==> config.mk <==
export PLATFORM = sky130hd
export DESIGN_NAME = cache_controller
export DESIGN_NICKNAME = d
export VERILOG_FILES = /design/src/rtl/cache_controller.sv
export SDC_FILE = /design/constraint.sdc
export NUM_CORES = 1
export LEC_CHECK = 0
export BUFFER_PORTS_ARGS = -buffer_cell sky130_fd_sc_hd__buf_2
export CAP_MARGIN = 20
export CORE_AREA = 5 5 165 167
export CTS_CLUSTER_DIAMETER = 40
export DETAILED_ROUTE_END_ITERATION = 12
export DIE_AREA = 0 0 170 172
export PLACE_DENSITY = 0.71
export SETUP_SLACK_MARGIN = 0.4
export SLEW_MARGIN = 20
export SYNTH_ARGS = -nofsm -noshare
export SYNTH_HDL_FRONTEND = slang
export SYNTH_SLANG_ARGS = --single-unit
==> constraint.sdc <==
create_clock -name clk -period 13.6 [get_ports clk]
set_clock_uncertainty 0.2 [all_clocks]
set_input_delay 2.72 -clock clk [delete_from_list [all_inputs] [get_ports clk]]
set_output_delay 2.72 -clock clk [all_outputs]
set_load 0.02 [all_outputs]
==> src/rtl/cache_controller.sv <==
// Direct-mapped, write-through, no-write-allocate cache controller (32 lines x 128 bits).
// Latency: a read hit returns data in the request cycle. A miss or a write stalls for 1 + N cycles (N = memory cycles up to m_ready).
// Backpressure: the CPU holds its request while stall is high. The memory port holds m_rd/m_wr until m_ready.
//
// Ports
//   clk, rst         clock; asynchronous active-high reset
//   cpu_rd/cpu_wr    CPU load/store request (store wins if both are set)
//   cpu_addr         CPU word address: offset [1:0], index [6:2], tag [ADDR_W-1:7]
//   cpu_wdata        store data, forwarded unchanged to m_wdata
//   cpu_rdata        word of c_rd selected by cpu_addr[1:0] (combinational)
//   stall            CPU must hold its request while high
//   c_r_addrs        data-array read index
//   c_w_addrs        data-array write address: index and word offset
//   c_we, w_h        data-array write enable; w_h=1 writes one CPU word, w_h=0 writes the m_rdata line
//   c_rd             data-array read line
//   m_rd, m_wr       memory line read / memory word write
//   m_addr           memory word address (line-aligned for reads)
//   m_wdata          memory write data
//   m_rdata          fill line; the data array takes it directly, so this block does not use it
//   m_ready          memory completion; only meaningful while m_rd or m_wr is high
//   rd_hits          saturating count of read hits
//   rd_misses        saturating count of read misses
module cache_controller #(
   parameter int ADDR_W = 10
) (
   input  logic              clk,
   input  logic              rst,
   input  logic              cpu_rd,
   input  logic              cpu_wr,
   input  logic [ADDR_W-1:0] cpu_addr,
   input  logic [31:0]       cpu_wdata,
   output logic [31:0]       cpu_rdata,
   output logic              stall,
   output logic [4:0]        c_r_addrs,
   output logic [6:0]        c_w_addrs,
   output logic              c_we,
   output logic              w_h,
   input  logic [127:0]      c_rd,
   output logic              m_rd,
   output logic              m_wr,
   output logic [ADDR_W-1:0] m_addr,
   output logic [31:0]       m_wdata,
   input  logic [127:0]      m_rdata,
   input  logic              m_ready,
   output logic [15:0]       rd_hits,
   output logic [15:0]       rd_misses
);

   localparam int TAG_W = ADDR_W - 7;

   typedef enum logic [1:0] {
      S_IDLE  = 2'd0,
      S_FILL  = 2'd1,
      S_WRITE = 2'd2,
      S_WDONE = 2'd3
   } state_t;

   state_t state_q, state_d;

   // Tag/valid array
   logic [31:0]      valid_q;
   logic [TAG_W-1:0] tag_q [32];

   logic [4:0]        idx;
   logic [TAG_W-1:0]  tag;
   logic              hit;
   logic [ADDR_W-1:0] line_addr;

   // Per-cycle strobes from the output decoder
   logic fill_done;
   logic hit_inc;
   logic miss_inc;

   logic [15:0] rd_hits_q, rd_hits_d;
   logic [15:0] rd_misses_q, rd_misses_d;

   // The fill line goes straight from memory into the data array.
   logic unused_m_rdata;
   assign unused_m_rdata = ^m_rdata;

   assign idx       = cpu_addr[6:2];
   assign tag       = cpu_addr[ADDR_W-1:7];
   assign hit       = valid_q[idx] && (tag_q[idx] == tag);
   assign line_addr = {cpu_addr[ADDR_W-1:2], 2'b00};

   assign c_r_addrs = idx;
   assign c_w_addrs = cpu_addr[6:0];
   assign m_wdata   = cpu_wdata;
   assign cpu_rdata = c_rd[{cpu_addr[1:0], 5'b00000} +: 32];

   assign rd_hits   = rd_hits_q;
   assign rd_misses = rd_misses_q;

   // State register
   always_ff @(posedge clk or posedge rst) begin
      if (rst) begin
         state_q <= S_IDLE;
      end else begin
         state_q <= state_d;
      end
   end

   // Next-state logic
   always_comb begin
      state_d = state_q;
      unique case (state_q)
         S_IDLE: begin
            if (cpu_wr) begin
               state_d = S_WRITE;
            end else if (cpu_rd && !hit) begin
               state_d = S_FILL;
            end
         end
         S_FILL: begin
            if (m_ready) begin
               state_d = S_IDLE;
            end
         end
         S_WRITE: begin
            if (m_ready) begin
               state_d = S_WDONE;
            end
         end
         S_WDONE: begin
            state_d = S_IDLE;
         end
         default: begin
            state_d = S_IDLE;
         end
      endcase
   end

   // Output decode. Outputs are forced to their idle values while rst is
   // high. A request the CPU still holds during reset therefore does not
   // raise stall or bump a counter.
   always_comb begin
      stall     = 1'b0;
      m_rd      = 1'b0;
      m_wr      = 1'b0;
      c_we      = 1'b0;
      w_h       = 1'b0;
      m_addr    = cpu_addr;
      fill_done = 1'b0;
      hit_inc   = 1'b0;
      miss_inc  = 1'b0;
      if (!rst) begin
         unique case (state_q)
            S_IDLE: begin
               if (cpu_wr) begin
                  stall = 1'b1;
               end else if (cpu_rd) begin
                  if (hit) begin
                     hit_inc = 1'b1;
                  end else begin
                     stall    = 1'b1;
                     miss_inc = 1'b1;
                  end
               end
            end
            S_FILL: begin
               m_rd   = 1'b1;
               stall  = 1'b1;
               m_addr = line_addr;
               // The line write and the tag/valid update land together,
               // so a partially filled line is never marked valid.
               if (m_ready) begin
                  c_we      = 1'b1;
                  fill_done = 1'b1;
               end
            end
            S_WRITE: begin
               m_wr  = 1'b1;
               stall = 1'b1;
               // No-write-allocate: a write miss leaves the array alone.
               if (m_ready && hit) begin
                  c_we = 1'b1;
                  w_h  = 1'b1;
               end
            end
            S_WDONE: begin
               // One quiet cycle. The CPU sees stall low and retires the store.
            end
            default: begin
            end
         endcase
      end
   end

   // Tag/valid array update on fill completion
   always_ff @(posedge clk or posedge rst) begin
      if (rst) begin
         valid_q <= '0;
         for (int i = 0; i < 32; i++) begin
            tag_q[i] <= '0;
         end
      end else if (fill_done) begin
         valid_q[idx] <= 1'b1;
         tag_q[idx]   <= tag;
      end
   end

   // Saturating performance counters
   always_comb begin
      rd_hits_d   = rd_hits_q;
      rd_misses_d = rd_misses_q;
      if (hit_inc && (rd_hits_q != 16'hFFFF)) begin
         rd_hits_d = rd_hits_q + 16'd1;
      end
      if (miss_inc && (rd_misses_q != 16'hFFFF)) begin
         rd_misses_d = rd_misses_q + 16'd1;
      end
   end

   always_ff @(posedge clk or posedge rst) begin
      if (rst) begin
         rd_hits_q   <= '0;
         rd_misses_q <= '0;
      end else begin
         rd_hits_q   <= rd_hits_d;
         rd_misses_q <= rd_misses_d;
      end
   end

   // The memory port never carries a read and a write at once.
   a_mem_excl: assert property (@(posedge clk) disable iff (rst) !(m_rd && m_wr));

endmodule

==> results_dict.tcl <==
set metrics [dict create \
    synth.avg_cell_area_um2 11.4 \
    worstPathMaxFanout 47 \
    maxSlewHeadroom_pct 36.0 \
    setup_slack_ns 4.10 \
    max-vdd-ir-drop_v 0.0000648 \
    clk_pin_slew_ns 0.06 \
    syn-num-nets 1136 \
    outcome "finished clean" \
    wl_per_cell_um 22.2 \
    startpoint "cpu_addr[2]" \
    grt_overflow 0 \
    grt.total_usage_pct 19.8 \
    die_w_um 170 \
    reg2regPathDepth 8 \
    end_kind "primary output" \
    crit_end "c_we" \
    path_class "input port to primary output" \
    drive_gt1_share_pct 43.3 \
    ys_ff_latch 162 \
    cts_tree "yes" \
    grt_pass1_vias 7376 \
    cp.arrival_ns 6.58 \
    rows 59 \
    setup_violations 0 \
    place_congestion 0.852 \
    tns_ns 0 \
    fillCellCount 2384 \
    worstPathRequired_ns 10.68 \
    power.density_nw_per_um2 127 \
    synth_top_area_share_pct 43.0 \
    antenna_found_initial 2 \
    avgViaCountPerCell 5.55 \
    cts_root_buf "clkbuf_16" \
    cts.sinks 162 \
    numPortBuffers 233 \
    rr_startpoint "tag_q[42]" \
    drtAntennaViolNets 0 \
    grt_pass1_wl_um 44000 \
    holdBufCountCts 0 \
    synth_top_cell_by_area "dfrtp_1" \
    p_leak_nw 5.36 \
    min_path_type "register to register" \
    ys_seq_area_share_pct 43.0 \
    drt-pass1-iter-count 5 \
    drc 0 \
    synth-main-ff-cell "dfrtp_1" \
    vias 7386 \
    top_level_ports 426 \
    drv_slew 0 \
    synth-edff-count 0 \
    routed_wl_um 29600 \
    numCtsBuffers 17 \
    htree_levels 4 \
    r2r_slack_ns 10.59 \
    dpl_worst_slack_ns 4.09 \
    synth_cell_types 68 \
    cts_resized 0 \
    fin_util_pct 43.0 \
    syn-instance-count 827 \
    synthArstFlopShare_pct 100 \
    dp_cells 1298 \
    min_period_over_period_pct 69.9 \
    hold_violations 0 \
    maxCapViolCount 0 \
    drtIter0Drc 511 \
    fmax_ghz 0.105 \
    worstHoldPathCells 1 \
    dieArea_um2 29200 \
    initial_utilization_pct 36.8 \
    dpl.hpwl_um 22400 \
    post_cts_buffers 0 \
    clk_latency_ns 0.42 \
    core_um2 25600 \
    rsz0062_at_grt "false" \
    die_y_um 172 \
    hold_slack_ns 0.262 \
    r2r-end "rd_hits[1]" \
    yosysWarningCount 0 \
    cts_buffer_depth 2 \
    syn_to_final_growth_pct 16.6 \
    min_period_ns 9.50 \
    nets 1291 \
    final_cells 1332 \
    worstMarginPinSlew_ns 0.960 \
    synth_top_cells_by_area "dfrtp_1 (43%), mux2_2 (9.7%), mux4_2 (9.3%), mux2i_1 (5.3%), buf_4 (4.5%)" \
    netlist_area_um2 9440 \
    cp-start-kind "input port" \
    grt_max_degree 108 \
]
==> logic make-up (layout without fill, tap and decap cells) <==
kind of cell	count (synthesis)	count (layout)	synth area share, %
AOI/OAI and AO/OA	109	109	7.32
and+or+nand+nor	248	248	15.4
DFF	162	162	43.0
other	0	2	0
adders and majority gates	6	6	0.795
muxes	171	171	24.4
buffers and inverters	115	283	7.66
xor gates and xnor gates	16	16	1.48
==> final cells by class <==
class                   instances  area [um2]  area share (%)
multi-input cells             550        4670            42.4
flip-flops and latches        162        4050            36.8
repair buffers                242        1240            11.3
clock buffers                  20         437            3.97
well taps                     335         419            3.81
clock inverters                12         146            1.33
inverters                       9        38.8           0.352
diodes                          2        5.00          0.0455
==> sequential cells by signal, indices dropped and copies added, names as in the netlist <==
register	cells
tag_q	96
valid_q	32
rd_hits	16
rd_misses	16
state_q	2
==> worst max-delay path: stages <==
cell,delay (ns)
buf_4,0.24
buf_4,0.68
mux2i_1,0.32
nor3_1,0.07
nor3_1,0.47
a2bb2oi_1,0.39
o211a_1,0.21
buf_4,0.36
nand3_1,0.18
o21ai_0,0.55
buf_2,0.28
==> worst min-delay path by stage <==
stage	start	endpoint	slack, ns
finish	valid_q[9]	valid_q[9]	0.26
detailed placement	valid_q[9]	valid_q[9]	0.25
global placement	valid_q[25]	valid_q[25]	0.24
global route	valid_q[25]	valid_q[25]	0.28
CTS	valid_q[9]	valid_q[9]	0.26
floorplan	valid_q[25]	valid_q[25]	0.23
==> cells in the mapped netlist (4+ instances only) <==
library cell	count
mux4_2	39
mux2_2	81
buf_1	4
mux2i_1	50
nor2_1	37
a21oi_1	14
o22ai_1	24
nand4_2	8
and3_1	7
nor3_1	13
buf_2	14
nand3_1	24
nand2b_1	19
o31ai_1	4
buf_6	7
o211ai_1	4
or2_2	16
nand4_1	18
inv_1	9
ha_1	6
nor4_1	7
dfrtp_1	162
xnor2_1	15
nor3b_1	4
or3_1	8
and4_1	4
nor2b_1	5
nand2_1	48
buf_4	56
clkbuf_1	24
or4_1	6
o21ai_0	39
==> through the flow <==
step / power (mW) / instance area, um2
after CTS: 1.40 / 11000
after global routing: 1.46 / 11000
final: 1.40 / 11000
after detailed placement: 0.923 / 10400
after floorplan: 0.830 / 9440
after global placement: 0.913 / 10400
==> layer usage <==
layer	track usage (%)	wire length [um]
met1	24.7	11400
met2	29.8	13000
met3	11.1	4570
met4	5.35	544
met5	0	0
==> where the power goes <==
| part | total, mW | switching (mW) | internal, mW |
|---|---|---|---|
| clock network | 0.480 | 0.204 | 0.276 |
| registers | 0.592 | 0.0448 | 0.547 |
| logic | 0.325 | 0.187 | 0.137 |
==> placed cells by master, fill, tap and decap left out, types with 11 or more instances in the layout <==
cell type / Yosys / routed
or2_2: 16 / 16
buf_2: 14 / 231
nor2_1: 37 / 37
o21ai_0: 39 / 39
nand4_1: 18 / 18
mux4_2: 39 / 39
nand3_1: 24 / 24
nand2_1: 48 / 48
mux2_2: 81 / 81
dfrtp_1: 162 / 162
xnor2_1: 15 / 15
a21oi_1: 14 / 14
o22ai_1: 24 / 24
buf_4: 56 / 11
nor3_1: 13 / 13
clkbuf_16: 0 / 17
nand2b_1: 19 / 19
mux2i_1: 50 / 50
No activity file was read; power rests on OpenSTA's default activity.
